## src/rtl/usr_pkg.sv

```systemverilog
// Shared types for the universal shift register: operation codes, burst FSM
// states and the helper that picks out which ops may run as a burst.
package usr_pkg;

    typedef enum logic [2:0] {
        OP_HOLD = 3'b000,
        OP_SHR  = 3'b001,
        OP_SHL  = 3'b010,
        OP_LOAD = 3'b011,
        OP_ROTR = 3'b100,
        OP_ROTL = 3'b101,
        OP_ASHR = 3'b110,
        OP_CLR  = 3'b111
    } op_e;

    typedef enum logic [1:0] {
        ST_IDLE = 2'b00,
        ST_RUN  = 2'b01,
        ST_DONE = 2'b10
    } state_e;

    // Only shifts and rotates are meaningful to repeat; load/clear/hold are one-shot.
    function automatic logic is_burst_op(op_e op);
        return (op == OP_SHR) || (op == OP_SHL) || (op == OP_ROTR) ||
               (op == OP_ROTL) || (op == OP_ASHR);
    endfunction

endpackage

```

## src/rtl/usr_step.sv

```systemverilog
// Combinational single-step next value of the shift register for one op.
// Shared by the direct path and every step of a burst.
module usr_step
    import usr_pkg::*;
#(
    parameter int WIDTH = 8
) (
    input  op_e              op,
    input  logic [WIDTH-1:0] q,
    input  logic [WIDTH-1:0] din,
    input  logic             sin_l,
    input  logic             sin_r,
    output logic [WIDTH-1:0] q_next
);

    always_comb begin
        q_next = q;
        case (op)
            OP_HOLD: q_next = q;
            OP_SHR:  q_next = {sin_l, q[WIDTH-1:1]};
            OP_SHL:  q_next = {q[WIDTH-2:0], sin_r};
            OP_LOAD: q_next = din;
            OP_ROTR: q_next = {q[0], q[WIDTH-1:1]};
            OP_ROTL: q_next = {q[WIDTH-2:0], q[WIDTH-1]};
            OP_ASHR: q_next = {q[WIDTH-1], q[WIDTH-1:1]};
            OP_CLR:  q_next = '0;
            default: q_next = q;
        endcase
    end

endmodule

```

## src/rtl/usr_burst.sv

```systemverilog
// Parametrised universal shift register with a burst engine that repeats a
// shift/rotate for a programmed number of steps under a start/busy/done handshake.
module usr_burst
    import usr_pkg::*;
#(
    parameter int WIDTH = 8,
    parameter int CNT_W = 4
) (
    input  logic             clk,
    input  logic             rst,
    input  logic             en,
    input  logic [2:0]       op,
    input  logic [WIDTH-1:0] din,
    input  logic             sin_l,
    input  logic             sin_r,
    input  logic             start,
    input  logic [CNT_W-1:0] cnt,
    output logic [WIDTH-1:0] q,
    output logic             sout_l,
    output logic             sout_r,
    output logic             busy,
    output logic             done
);

    state_e             state;
    state_e             state_next;
    op_e                op_r;
    op_e                step_op;
    logic [CNT_W-1:0]   rem;
    logic [WIDTH-1:0]   q_next;
    logic               latch_burst;
    logic               dec_rem;

    usr_step #(
        .WIDTH (WIDTH)
    ) u_step (
        .op     (step_op),
        .q      (q),
        .din    (din),
        .sin_l  (sin_l),
        .sin_r  (sin_r),
        .q_next (q_next)
    );

    // The accepting edge of a burst only latches op/cnt; q moves from the next edge on.
    always_comb begin
        state_next  = state;
        step_op     = OP_HOLD;
        latch_burst = 1'b0;
        dec_rem     = 1'b0;
        case (state)
            ST_IDLE: begin
                if (start && is_burst_op(op_e'(op))) begin
                    latch_burst = 1'b1;
                    state_next  = (cnt != '0) ? ST_RUN : ST_DONE;
                end else begin
                    step_op = op_e'(op);
                end
            end
            ST_RUN: begin
                step_op = op_r;
                dec_rem = 1'b1;
                if (rem == CNT_W'(1)) begin
                    state_next = ST_DONE;
                end
            end
            ST_DONE: begin
                state_next = ST_IDLE;
            end
            default: begin
                state_next = ST_IDLE;
            end
        endcase
    end

    always_ff @(posedge clk or posedge rst) begin
        if (rst) begin
            state <= ST_IDLE;
            op_r  <= OP_HOLD;
            rem   <= '0;
            q     <= '0;
        end else if (en) begin
            state <= state_next;
            q     <= q_next;
            if (latch_burst) begin
                op_r <= op_e'(op);
                rem  <= cnt;
            end else if (dec_rem) begin
                rem <= rem - CNT_W'(1);
            end
        end
    end

    assign busy   = (state == ST_RUN);
    assign done   = (state == ST_DONE);
    assign sout_l = q[WIDTH-1];
    assign sout_r = q[0];

endmodule

```

## config.mk

```make
export PLATFORM = sky130hd
export DESIGN_NAME = usr_burst
export DESIGN_NICKNAME = d
export VERILOG_FILES = /design/src/rtl/usr_pkg.sv /design/src/rtl/usr_step.sv /design/src/rtl/usr_burst.sv
export SDC_FILE = /design/constraint.sdc
export NUM_CORES = 1
export LEC_CHECK = 0
export ABC_AREA = 1
export ABC_CLOCK_PERIOD_IN_PS = 2950
export BUFFER_PORTS_ARGS = -buffer_cell sky130_fd_sc_hd__buf_4
export CAP_MARGIN = 20
export CORE_MARGIN = 4
export CORE_UTILIZATION = 58
export CTS_BUF_LIST = sky130_fd_sc_hd__clkbuf_4
export DETAILED_ROUTE_END_ITERATION = 10
export GPL_ROUTABILITY_DRIVEN = 0
export PLACE_DENSITY = 0.87
export SLEW_MARGIN = 10
export SYNTH_ARGS = -nofsm -noshare
export SYNTH_HDL_FRONTEND = slang
export SYNTH_SLANG_ARGS = --single-unit
```

## constraint.sdc

```tcl
create_clock -name clk -period 2.95 [get_ports clk]
set_input_delay 0.59 -clock clk [delete_from_list [all_inputs] [get_ports clk]]
set_output_delay 0.59 -clock clk [all_outputs]
set_load 0.05 [all_outputs]
```

; Yosys cells after proc, flatten, opt, wreduce, memory -nomap -nowiden
; Cells that the tools add are included.
[word_totals]
register_bits = 17
wordCells = 51
[op_classes]
n_reduce_logical = 14
n_bitwise = 2
add_sub_neg = 1
n_eq_ne = 17
n_mux = 12
[op_table]
columns = op, count
row1 = 8-bit case mux with 7 select lines, 1
row2 = "3-bit equality test, second input constant", 7
row3 = "3-bit by 2-bit equality test with 1-bit output, second input constant", 3
row4 = 4-bit two-way mux, 2
row5 = "3-bit by 1-bit equality test with 1-bit output, second input constant", 2
row6 = 2-bit two-way mux, 3
row7 = 3-bit case mux with 2 select lines, 1
row8 = 2-bit AND reduction, 3
row9 = 3-bit AND reduction, 2
row10 = "4-bit by 1-bit equality test with 1-bit output, second input constant", 1
row11 = 1-bit logical OR, 4
row12 = 2-bit case mux with 2 select lines, 1
row13 = 4-bit nonzero test, 1
row14 = "4-bit by 1-bit subtractor with 4-bit output, second input constant", 1
row15 = 3-bit logical NOT, 1
row16 = 1-bit two-way mux, 3
row17 = 3-bit two-way mux, 1
row18 = "2-bit by 1-bit equality test with 1-bit output, second input constant", 1
row19 = "2-bit equality test, second input constant", 1
row20 = 2-bit logical NOT, 1
row21 = "2-bit by 1-bit != test with 1-bit output, second input constant", 1
row22 = "2-bit != test, second input constant", 1
row23 = 1-bit NOT, 2
row24 = 2-bit nonzero test, 1
row25 = 1-bit logical AND, 1

; Depth between registers and ports, before layout
; Gate-level depths: netlist of the first run.
[depth]
word_depth = 11
depth_mapped = 13
depth_no_buf = 13

; Cells and area by module
; From an unflattened synthesis of the first run, not the netlist that was laid out.
[unflattened]
cells_unflattened = 246
hier_area_um2 = 1667.8
[modules_own_cells]
columns = mod, cells_per_inst, n_inst, area_per_inst_um2
row1 = usr_burst, 126, 1, 963.4
row2 = usr_step, 120, 1, 704.4

; Least setup slack after synthesis of the first run
; No wires, ideal clock.
[synth_timing]
path_kind = register -> output
start = reg state[0]
end = out done
arrival_time_ns = 1.154
path_stages_with_launch = 2
t_required_ns = 2.360
setup_slack_ns = 1.206
path_buffers = 0
path_cell_list = dfrtp_1 > nor2_1
[synth_between]
elab_chain_len = 1
[synth_lines]
columns = item, line
row1 = from (decl), usr_burst.sv:25  ; state_e state;
row2 = from (signal assigned), usr_burst.sv:83  ; state <= state_next;
row3 = 2-bit equality test, usr_burst.sv:95  ; assign done = (state == ST_DONE);
row4 = to (decl), usr_burst.sv:22  ; output logic done
; No other way between the ends.

; Final worst setup path of the first run
[layout_timing]
start = reg state[1]
end = out busy
[layout_between]
elab_chain_len = 1
[layout_lines]
columns = item, line
row1 = 2-bit by 1-bit equality test with 1-bit output, usr_burst.sv:94  ; assign busy = (state == ST_RUN);
row2 = to (decl), usr_burst.sv:21  ; output logic busy,
; No other way between the ends.

==> flow_results.org, run 1 <==
** Synth
- By area, the combinational part of the netlist is dominated by simple AND/OR/NAND/NOR gates.
- Synth Area in XOR/XNOR :: 0.0139
- Netlist cell types :: 32
- Dominant cells by area after synthesis :: sky130_fd_sc_hd__dfrtp_1 34%, sky130_fd_sc_hd__nand2_1 18%, sky130_fd_sc_hd__nor2_1 8.9%, sky130_fd_sc_hd__nand2_4 4.5%, sky130_fd_sc_hd__inv_1 4.2%
- Cell with the most instances after synthesis :: sky130_fd_sc_hd__nand2_1
- Synthesis produced a netlist with a net count of 202.
- Synthesized-area fraction occupied by ao, oa, aoi and oai cells :: 0.0921
- The Yosys step of the flow raised 0 warnings.
- Area share of and/or/nand/nor cells after synthesis :: 0.451
- After synthesis, the share of flip-flops with an asynchronous set or reset is 1.00.
- Counting flops and latches in the post-synthesis netlist gives 17.
- Multiplexer share of the synthesized area :: 0.00891
- The synthesized netlist occupies a cell area of ~1300 µm².
- Of the total synthesized cell area, the portion taken by full adders, half adders and majority gates is 0.0198.
- After synthesis, the mean cell area works out to between 7 and 8 µm².
- Most numerous cell types in the synthesized netlist :: 60 x sky130_fd_sc_hd__nand2_1, 30 x sky130_fd_sc_hd__nor2_1, 17 x sky130_fd_sc_hd__dfrtp_1
- Syn Inst Count :: roughly 180
- Sequential fraction of the synthesis area :: 0.337
- Area share of the largest cell type after synthesis :: 0.337
- Cell type contributing the most total cell area after synthesis :: sky130_fd_sc_hd__dfrtp_1
- Number of enable flip-flop cells after synthesis :: 0
- The most used flip-flop cell after synthesis is sky130_fd_sc_hd__dfrtp_1.

** Critical path
- The setup check on the worst reg-to-reg path leaves a slack of between 1000 and 1500 ps.
- The critical path contains buffers and inverters numbering 3 combined.
- Required arrival time at the worst endpoint :: approximately 2400 ps
- Max Fanout on Critical Path :: 4
- The worst register-to-register path begins at state[0].
- The worst setup path is launched from a register.
- Launching element of the worst setup path :: state[1]
- Among all stages on the critical path, the largest delay is contributed by sky130_fd_sc_hd__dfrtp_1.
- Slowest cell delay on critical path :: ~430 ps
- In this run the critical register-to-register path is captured at q[5].
- The worst setup path is of the register to output pin kind.
- The kind of cell with the highest combined delay along the critical path is buffers and inverters.
- Counting cells, the worst reg-to-reg path comes to 8.
- Ordered list of cells on the worst path :: inv_1 > nand2_4 > clkinv_4 > buf_4
- STA classifies the critical path endpoint as an output pin.
- Arrival time worst endpoint :: between 1000 and 1500 ps

** Route
- Total number of vias :: 1,267
- Average vias per placed instance :: ~5.3
- Length of the first detailed-routing pass in iterations :: 4
- For this block, the initial DRC count from the detailed router was 34.
- After detailed routing, the total wire length is just under 3000 µm.
- Post-route antenna net violation count :: 0
- WL per Instance :: 12.4 µm
- After detailed routing, the number of remaining DRC violations is 0.

** Clock tree
- Postcts setup bufs :: 0
- In this run the deepest clock path goes through 2 buffers.
- Clock latency on the worst-skew pair, taken at its later pin, is between 200 and 300 ps.
- TritonCTS clock tree :: yes
- Max H-tree Level :: 1
- Post-CTS Hold Fix Bufs :: 0
- Sinks on the clock net :: 17
- Counting the buffers created by CTS gives 3.
- The number of gates resized after CTS was 0.
- After clock tree synthesis, the clock-pin slew on the worst setup and hold paths is ~110 ps.
- Clock root buffer :: sky130_fd_sc_hd__clkbuf_4

** Pwr
- Of the total power, registers draw 0.257.
- Cell-internal power :: approximately 830 µW
- In this run the power spent charging and discharging nets is ~1.1 mW.
- Worst IR Drop VDD :: around 700 µV
- The share of total power dissipated in the clock network is 0.068.
- Of the total power, the share spent switching nets is 0.571.
- Leakage component of the power :: around 0.80 nW
- Dividing total power by cell area gives a power density of ~1300 nW/µm².
- Of the total power, combinational logic draws 0.675.

** Placed design
- IO buf count :: 32
- Post-placement cell area :: approximately 1500 µm²
- Detailed placement ended at an HPWL of approximately 2300 µm.

** Floorplan
- 33 I/O pins were placed.
- Initial standard-cell utilization of the core :: 0.625
- The floorplan step defined a die boundary enclosing approximately 3000 µm².
- Core Region :: 2020 µm²
- In this run the core area contains 16 standard-cell rows.
- Vertical extent of the die :: between 50 and 60 µm
- Chip width :: around 55 µm

** Timing
- The final hold violation count is 0.
- For the pin with the worst max-slew slack, the measured transition is between 600 and 700 ps.
- Number of failing setup endpoints in the final timing report :: 0
- Highest clock frequency the design can meet :: 542 MHz
- The number of max-slew violations in the final report was 0.
- Dividing the final minimum period by the clock period gives 0.626.
- Setup repair after global routing left no endpoint under its margin.
- The worst pin sits at a relative slew slack of 0.550.
- Hold is met by between 300 and 400 ps.
- Worst clock skew :: ~4 ps
- Setup Total Neg Slack :: 0 ps
- After layout, the minimum clock period comes to 1850 ps.

** GRT
- Number of antenna violations at the first check in global routing :: 0
- Across every metal layer, demand over resource in global routing totals 0.229.
- Entering global routing, the biggest net connects 18 pins.
- The first global-routing pass estimated between 4000 and 5000 µm of wire.
- The number of global-route vias before repair was approximately 1,200.
- Global routing finished with a remaining overflow of 0.

** Flow run
- Across the run, the number of max-cap violations was 0.

** Final layout
- Post-route cell area :: between 1500 and 2000 µm²
- Fill count :: about 160
- For this run, the post-layout net count is between 200 and 250.
- Antenna diode count :: 0
- Proportion of layout cells with a drive suffix above 1 :: 0.274
- Synthesis-to-layout area growth :: 21.8%

** Outcome
- The run finished with clean final reports.

** Min path
- Worst Hold Class :: input pin to async pin
## placed cells by master, fill, tap and decap left out, types with 3 or more instances in the layout
| cell | netlist | layout |
|---|---|---|
| sky130_fd_sc_hd__o21ai_0 | 8 | 8 |
| sky130_fd_sc_hd__nand3_1 | 6 | 6 |
| sky130_fd_sc_hd__inv_1 | 14 | 14 |
| sky130_fd_sc_hd__nand2_4 | 5 | 5 |
| sky130_fd_sc_hd__nand2_1 | 60 | 60 |
| sky130_fd_sc_hd__nand2_2 | 3 | 3 |
| sky130_fd_sc_hd__buf_4 | 2 | 32 |
| sky130_fd_sc_hd__nor2_1 | 30 | 30 |
| sky130_fd_sc_hd__clkbuf_4 | 0 | 3 |
| sky130_fd_sc_hd__nor2_4 | 4 | 4 |
| sky130_fd_sc_hd__dfrtp_1 | 17 | 17 |
| sky130_fd_sc_hd__a21oi_1 | 5 | 5 |
## stage by stage
step | cells | util | setup slack (ps) | power (mW)
floorplan | 179 | - | 1210 | 1.51
global placement | 235 | 0.748 | 1010 | 1.74
detailed placement | 235 | 0.748 | 901 | 1.79
CTS | 239 | 0.761 | 1090 | 1.93
global route | 239 | 0.761 | 1020 | 2.10
finish | 239 | 0.761 | 1100 | 1.93
## worst max path at each step
stage	to	slack (ps)	cells past startpoint
2_1_floorplan	done	1210	1
3_3_place_gp	q[4]	1010	11
3_5_place_dp	q[5]	900	11
4_1_cts	busy	1090	4
5_1_grt	busy	1020	4
6_report	busy	1100	4
## logic make-up after synthesis
family,Yosys count
AND/OR/NAND/NOR,118
buffers and inverters,20
AO/OA/AOI/OAI,19
flip-flops,17
XOR/XNOR,2
adder cells (fa/ha/maj),2
multiplexers,1
## power by group through the flow
stage	combinational, mW	clock [mW]	sequential, mW
after floorplan	0.848	0	0.658
after global placement	1.26	0	0.489
after detailed placement	1.30	0	0.496
after CTS	1.30	0.134	0.491
after global routing	1.44	0.149	0.512
final	1.30	0.131	0.495
## layout make-up
cell class | count | area, µm² | area share
inverters | 17 | 71.3 | 0.0463
flip-flops and latches | 17 | 425 | 0.276
clock buffers | 3 | 22.5 | 0.0146
clock inverters | 1 | 5.00 | 0.00325
repair buffers | 32 | 240 | 0.156
multi-input cells | 142 | 741 | 0.481
well taps | 27 | 33.8 | 0.0220
## flip-flops by register name (all words and copies together) (netlist names)
register,count
q,8
rem,4
op_r,3
state,2
## per-layer routing
| layer | vias to the layer above | share of wire | GRT usage |
|---|---|---|---|
| met5 | - | 0 | 0 |
| met4 | 0 | 0.013 | 0.116 |
| met3 | 4 | 0.051 | 0.0354 |
| met2 | 44 | 0.50 | 0.398 |
| met1 | 592 | 0.44 | 0.267 |
| li1 | 627 | - | - |
Note: power is estimated with default switching activity, not from simulation.
==> inputs of run 2 (changes only) <==
Settings changed: ABC_CLOCK_PERIOD_IN_PS 2950 to 1900, CORE_UTILIZATION 58 to 54, PLACE_DENSITY 0.87 to 0.81.
Clock period 2.95 ns to 1.9 ns, I/O delays scaled along.
==> flow_results.org, run 2 (synthesis gave the netlist of run 1 again) <==
** Route
- Total number of vias :: 1,255
- Length of the first detailed-routing pass in iterations :: 4
- Count of unresolved DRC violations after routing :: 0
- DRT iter0 DRCs :: 52
- Post-route antenna net violation count :: 0
- Average vias per placed instance :: about 5.2
- Summed over all layers, the routed wires come to 2910 µm.
- WL per Instance :: about 12 µm

** Critical path
- Crit path kind :: register to register
- Logic depth of the worst register-to-register path :: 10
- Slowest cell delay on critical path :: around 510 ps
- Endpoint type of the worst setup path :: register
- The worst setup path is launched from a register.
- Traced cell by cell, the critical path runs through nor2_4 > nand3_2 > nand2_8 > inv_1 > nand3_1 > nand2_2 > nand2_1 > nand2_1 > nor2_1 > nor2_1.
- Max Fanout on Critical Path :: 8
- Data arrives at the worst endpoint at 1960 ps.
- Required arrival time at the worst endpoint :: ~2100 ps
- Slowest library cell on the worst path :: sky130_fd_sc_hd__dfrtp_1

** Pwr
- IR analysis of the VDD net gives a maximum drop of 1240 µV.
- Overall power :: approximately 3 mW
- Pwr per Cell Area :: just under 2000 nW/µm²
- Leakage component of the power :: approximately 0.80 nW

** Clock tree
- TritonCTS clock tree :: yes
- Once the clock tree was built, the setup fixing pass inserted 0 buffers.
- Clock edge transition at the registers on the reported setup and hold paths :: roughly 120 ps
- In this run the number of H-tree levels came out at 1.
- At the later pin of the worst-skew pair, clock insertion delay measures 310 ps.
- Inserted Clock Buffers :: 3
- The tree is rooted in a sky130_fd_sc_hd__clkbuf_4.
- Sinks on the clock net :: 17
- Counting along the longest clock path gives a buffer depth of 2.
- Gates resized during post-CTS repair numbered 0.
- After clock tree synthesis, the flow added hold-fix buffers numbering 0.

** Final layout
- Most common library cell in the layout ignoring fill and taps :: sky130_fd_sc_hd__nand2_1
- Summing all multi-input logic gate instances after layout gives 749 µm².
- Biggest registers after layout :: q (8), rem (4), op_r (3)
- Antenna diode count :: 0
- Fill count :: around 190
- Across the whole layout, storage elements account for 425 µm².
- Synthesis-to-layout area growth :: 22.8%
- Total number of nets in the final design :: 237
- q holds more flip-flops than any other register.
- Of the cells placed in the final design, the portion with a size suffix greater than 1 is 0.277.
- The register with the most flip-flops in the layout has 8 of them.
- In the layout the commonest cells are 60 x sky130_fd_sc_hd__nand2_1, 32 x sky130_fd_sc_hd__buf_4, 30 x sky130_fd_sc_hd__nor2_1.

** Timing
- Worst max-slew margin expressed relative to the limit :: 0.561
- Highest clock frequency the design can meet :: approximately 570 MHz
- The final hold violation count came to 0.
- Pins over their slew limit :: 0
- Worst clock skew :: roughly 5.6 ps
- Number of failing setup endpoints in the final timing report :: 0
- Across all hold checks on the routed design, the worst slack comes to 147 ps.
- Worst Tran Pin Value :: approximately 660 ps
- For the finished layout, the period the worst path requires is ~1800 ps.
- Adding up every negative setup slack in the final design gives 0 ps.
- Unrepaired setup endpoints after global routing :: false
- Of the available clock period, the critical path in the final layout requires 0.923.

** Floorplan
- After floorplanning, the core was divided into 17 placement rows.
- Chip width :: approximately 56 µm
- Vertical extent of the die :: between 50 and 60 µm
- Area of the die :: 3180 µm²
- Boundary pin count :: 33
- After floorplanning, the core was sized to cover around 2200 µm².
- Initial standard-cell utilization of the core :: 0.571

** Flow run
- Total of max-cap violations :: 0

** GRT
- The first global-routing pass estimated about 5000 µm of wire.
- The number of global-route vias before repair came to ~1,200.
- Entering global routing, the biggest net connects 18 pins.
- Aggregate global-route resource usage :: 0.198
- Grt total ovfl :: 0
- Number of antenna violations at the first check in global routing :: 0

** Outcome
- The flow ran to the end, and the final reports show no timing, DRC or antenna violations.

** Placed design
- Detail Placement HPWL :: 2260 µm
- In this run the tool buffered the top-level ports with 32 buffer cells.

** Min path
- Worst Hold Class :: input pin to async pin
run 2: changes by cell type in the layout (fill, tap and decap cells not counted), sizes merged:
| cell | change |
|---|---|
| a21oi | +1 |
| clkinv | -1 |
| clkinvlp | +1 |
run 2: power breakdown:
part           switching (mW)  internal, mW
combinational            1.37         0.667
clock                   0.141        0.0804
sequential              0.219         0.545
run 2: critical path, delay by kind of cell, from the launching register on:
kind          cells  cell delay (ps)
simple gates      9             1080
buf+inv           1               60
flops             1              510
run 2: layout make-up:
| class | instances | area share |
|---|---|---|
| clock buffer | 3 | 0.0145 |
| clock inverter | 1 | 0.00484 |
| inverter | 17 | 0.0460 |
| multi-input combinational | 143 | 0.483 |
| sequential | 17 | 0.274 |
| tap | 28 | 0.0226 |
| timing repair buffer | 32 | 0.155 |
run 2: path summary, 6_finish.rpt:
path	from	endpoint	slack, ps
hold reg to reg	op_r[0]	op_r[0]	570
setup reg to reg	state[0]	q[1]	150
min in group clk	op[2]	op_r[2]	330
max in group asynchronous	rst	op_r[0]	1330
hold / removal	rst	rem[2]	150
setup / recovery	state[0]	q[1]	150
run 2: metal layers:
metal	routed length, µm	GRT usage	up-vias
met4	28	0.0610	0
met2	1370	0.332	46
met5	0	0	-
li1	-	-	637
met3	210	0.0621	4
met1	1310	0.242	568
run 2: per-stage QoR:
step / setup WS [ps] / utilization / cell area (µm²) / cells
finish: 146 / 0.701 / 1550 / 241
detailed placement: 93.9 / 0.684 / 1510 / 236
global route: 25.0 / 0.701 / 1550 / 241
global placement: 165 / 0.684 / 1510 / 236
CTS: 119 / 0.697 / 1540 / 240
floorplan: 346 / - / 1260 / 179
==> inputs of run 3 (changes only) <==
Settings changed: CORE_ASPECT_RATIO set to 0.6, SLEW_MARGIN 10 to 20.
==> flow_results.org, run 3 (synthesis gave the netlist of run 1 again) <==
** Timing
- Pins over their slew limit :: 0
- Number of failing setup endpoints in the final timing report :: 0
- Worst Hold Margin :: approximately 170 ps
- Worst Tran Pin Value :: ~670 ps
- For the final database, setup skew stands at 11.8 ps.
- Summed over all failing endpoints, the final setup total negative slack is 0 ps.
- The worst pin sits at a relative slew slack of 0.554.
- Setup repair after global routing left no endpoint under its margin.
- Timing would allow up to a little under 600 MHz.
- Final critical delay including setup and external delays :: roughly 1700 ps
- Of the available clock period, the critical path in the final layout requires 0.892.
- The final hold violation count was 0.

** Outcome
- Outcome :: complete, no violations

** Route
- The detail route stage leaves a number of antenna-violating nets equal to 0.
- After detailed routing, the average wire length per cell comes to 12.0 µm.
- Length of the first detailed-routing pass in iterations :: 4
- DRT iter0 DRCs :: between 100 and 150
- Count of unresolved DRC violations after routing :: 0
- In the routed layout, each cell is associated on average with a via count of ~5.1.
- Sum of routed wire length over all layers :: roughly 2900 µm
- Across all layers, the routed design uses 1,247 vias.

** Critical path
- In this design, the stage delay of the slowest critical-path cell is 500 ps.
- For flop-to-flop paths, the worst setup slack is around 200 ps.
- Cell class contributing the biggest share of worst-path delay :: simple AND/OR/NAND/NOR gates
- At the worst endpoint, the required time is 2120 ps.
- The critical path starts at state[0].
- STA puts the critical path data arrival time at roughly 1900 ps.
- Crit path kind :: register to register
- Ordered list of cells on the worst path :: nor2_4 > inv_2 > nor2_2 > nand2_1 > o21ai_2 > o211ai_1 > o21ai_1
- Max Fanout on Critical Path :: 8
- Endpoint type of the worst setup path :: register
- R2r endpoint :: rem[1]
- Critical register-to-register path startpoint :: state[0]
- Measured in cells, the most critical reg-to-reg path has a length of 7.
- Depth of the critical timing path with buffers and inverters included :: 7
- CP Capture Point :: rem[1]
- STA classifies the critical path startpoint as a register.
- Among all stages on the critical path, the largest delay is contributed by sky130_fd_sc_hd__dfrtp_1.
- The number of buffers and inverters on the critical path is 1.

** Clock tree
- Worst-skew pair later-pin latency :: 300 ps
- PostCTS Resize Cnt :: 0
- Worst-case clock buffer depth :: 2
- TritonCTS created 3 clock buffers.
- In this run the number of H-tree levels came out at 1.
- Sinks on the clock net :: 17
- Clock-pin slew was measured on the worst setup and hold paths at 110 ps.
- TritonCTS built the clock tree.
- The tree is rooted in a sky130_fd_sc_hd__clkbuf_4.

** Final layout
- Largest register by flop count :: q
- The library cells used most frequently in the layout, excluding fill and tap cells, are 60 x sky130_fd_sc_hd__nand2_1, 32 x sky130_fd_sc_hd__buf_4, 30 x sky130_fd_sc_hd__nor2_1.
- Leaving out filler cells and counting taps, the final layout contains ~240.
- Proportion of layout cells with a drive suffix above 1 :: 0.277
- Antenna diode count :: 0
- Total number of nets in the final design :: ~240
- Post-route cell area :: about 1600 µm²
- Biggest registers after layout :: q (8), rem (4), op_r (3)
- The library cell used most frequently in the layout, excluding fill and tap cells, is sky130_fd_sc_hd__nand2_1.
- The filler cells instantiated in the layout total 173.
- The register with the most flip-flops in the layout has 8 of them.
- The area growth from synthesis to layout is 23.9%.

** Floorplan
- Std-Cell Rows :: 13
- During I/O placement, the number of pins put on the boundary was 33.
- Measured along the y axis, the die boundary spans 45.5 µm.
- Chip width :: 70.5 µm
- For this configuration, the core starts out at a cell density of 0.575.
- Core Region :: 2200 µm²
- The die covers 3200 µm².

** Flow run
- Total of max-cap violations :: 0

** Min path
- The tightest min-delay check is of the input pin to async pin type.

** Pwr
- Leakage component of the power :: around 0.81 nW
- Overall power :: just over 3 mW
- Worst IR Drop VDD :: about 910 µV
- For this design the ratio of total power to cell area is slightly below 2000 nW/µm².

** Placed design
- After detailed placement, the total cell area comes to ~1500 µm².
- IO buf count :: 32
- Including well taps, the total number of placed cells is approximately 240.
- After legalization and detailed placement, the total HPWL measured roughly 2300 µm.

** GRT
- The initial antenna violation count came to 0.
- First-pass GRT wire length :: around 5200 µm
- Via count of the first global-routing pass :: ~1,200
- Aggregate global-route resource usage :: 0.207
- Pin count of the biggest net entering global routing :: 18
- Grt total ovfl :: 0
[run 3: changes by cell type in the layout (fill, tap and decap cells not counted), sizes merged]
| cell | before | now |
|---|---|---|
| clkinvlp | 1 | 0 |
| a21oi | 7 | 6 |
| clkbuf | 3 | 4 |
| buf | 32 | 33 |
[run 3: layout make-up]
cell class              count  area, µm²  share of cell area
flip-flops and latches     17        425               0.272
inverters                  17       71.3              0.0456
multi-input cells         142        741               0.473
clock buffers               4       30.0              0.0192
repair buffers             33        260               0.166
well taps                  30       37.5              0.0240
[run 3: routing by layer]
metal,share of wire,up-vias,global-route usage
met5,0,-,0
met4,0.0058,0,0.0573
met3,0.082,2,0.0507
met2,0.44,54,0.329
met1,0.47,556,0.285
li1,-,635,-
[run 3: worst min-delay path by stage]
stage / startpoint / slack (ps) / cells after the start / to
after floorplan: rst / 310 / 1 / op_r[0]
after global placement: rst / 510 / 2 / rem[0]
after detailed placement: rst / 530 / 2 / q[5]
after CTS: rst / 190 / 2 / state[1]
after global routing: rst / 240 / 2 / rem[3]
final: rst / 170 / 2 / q[0]
[run 3: metrics by stage]
| step | setup slack [ps] | util |
|---|---|---|
| final | 206 | 0.713 |
| after global routing | 20.2 | 0.713 |
| after CTS | 170 | 0.704 |
| after detailed placement | 68.8 | 0.690 |
| after global placement | 158 | 0.690 |
| after floorplan | 346 | - |
[run 3: where the power goes]
group          switching (mW)  internal (mW)  total [mW]
Sequential              0.222          0.546       0.768
Clock                   0.119         0.0959       0.215
Combinational            1.37          0.699        2.07
[run 3: what timing repair did]
item                                   in CTS  in global routing
setup endpoints to repair                   0                  2
hold buffers                                0                  0
endpoints found under the hold margin       0                  0
setup buffers                               0                  1
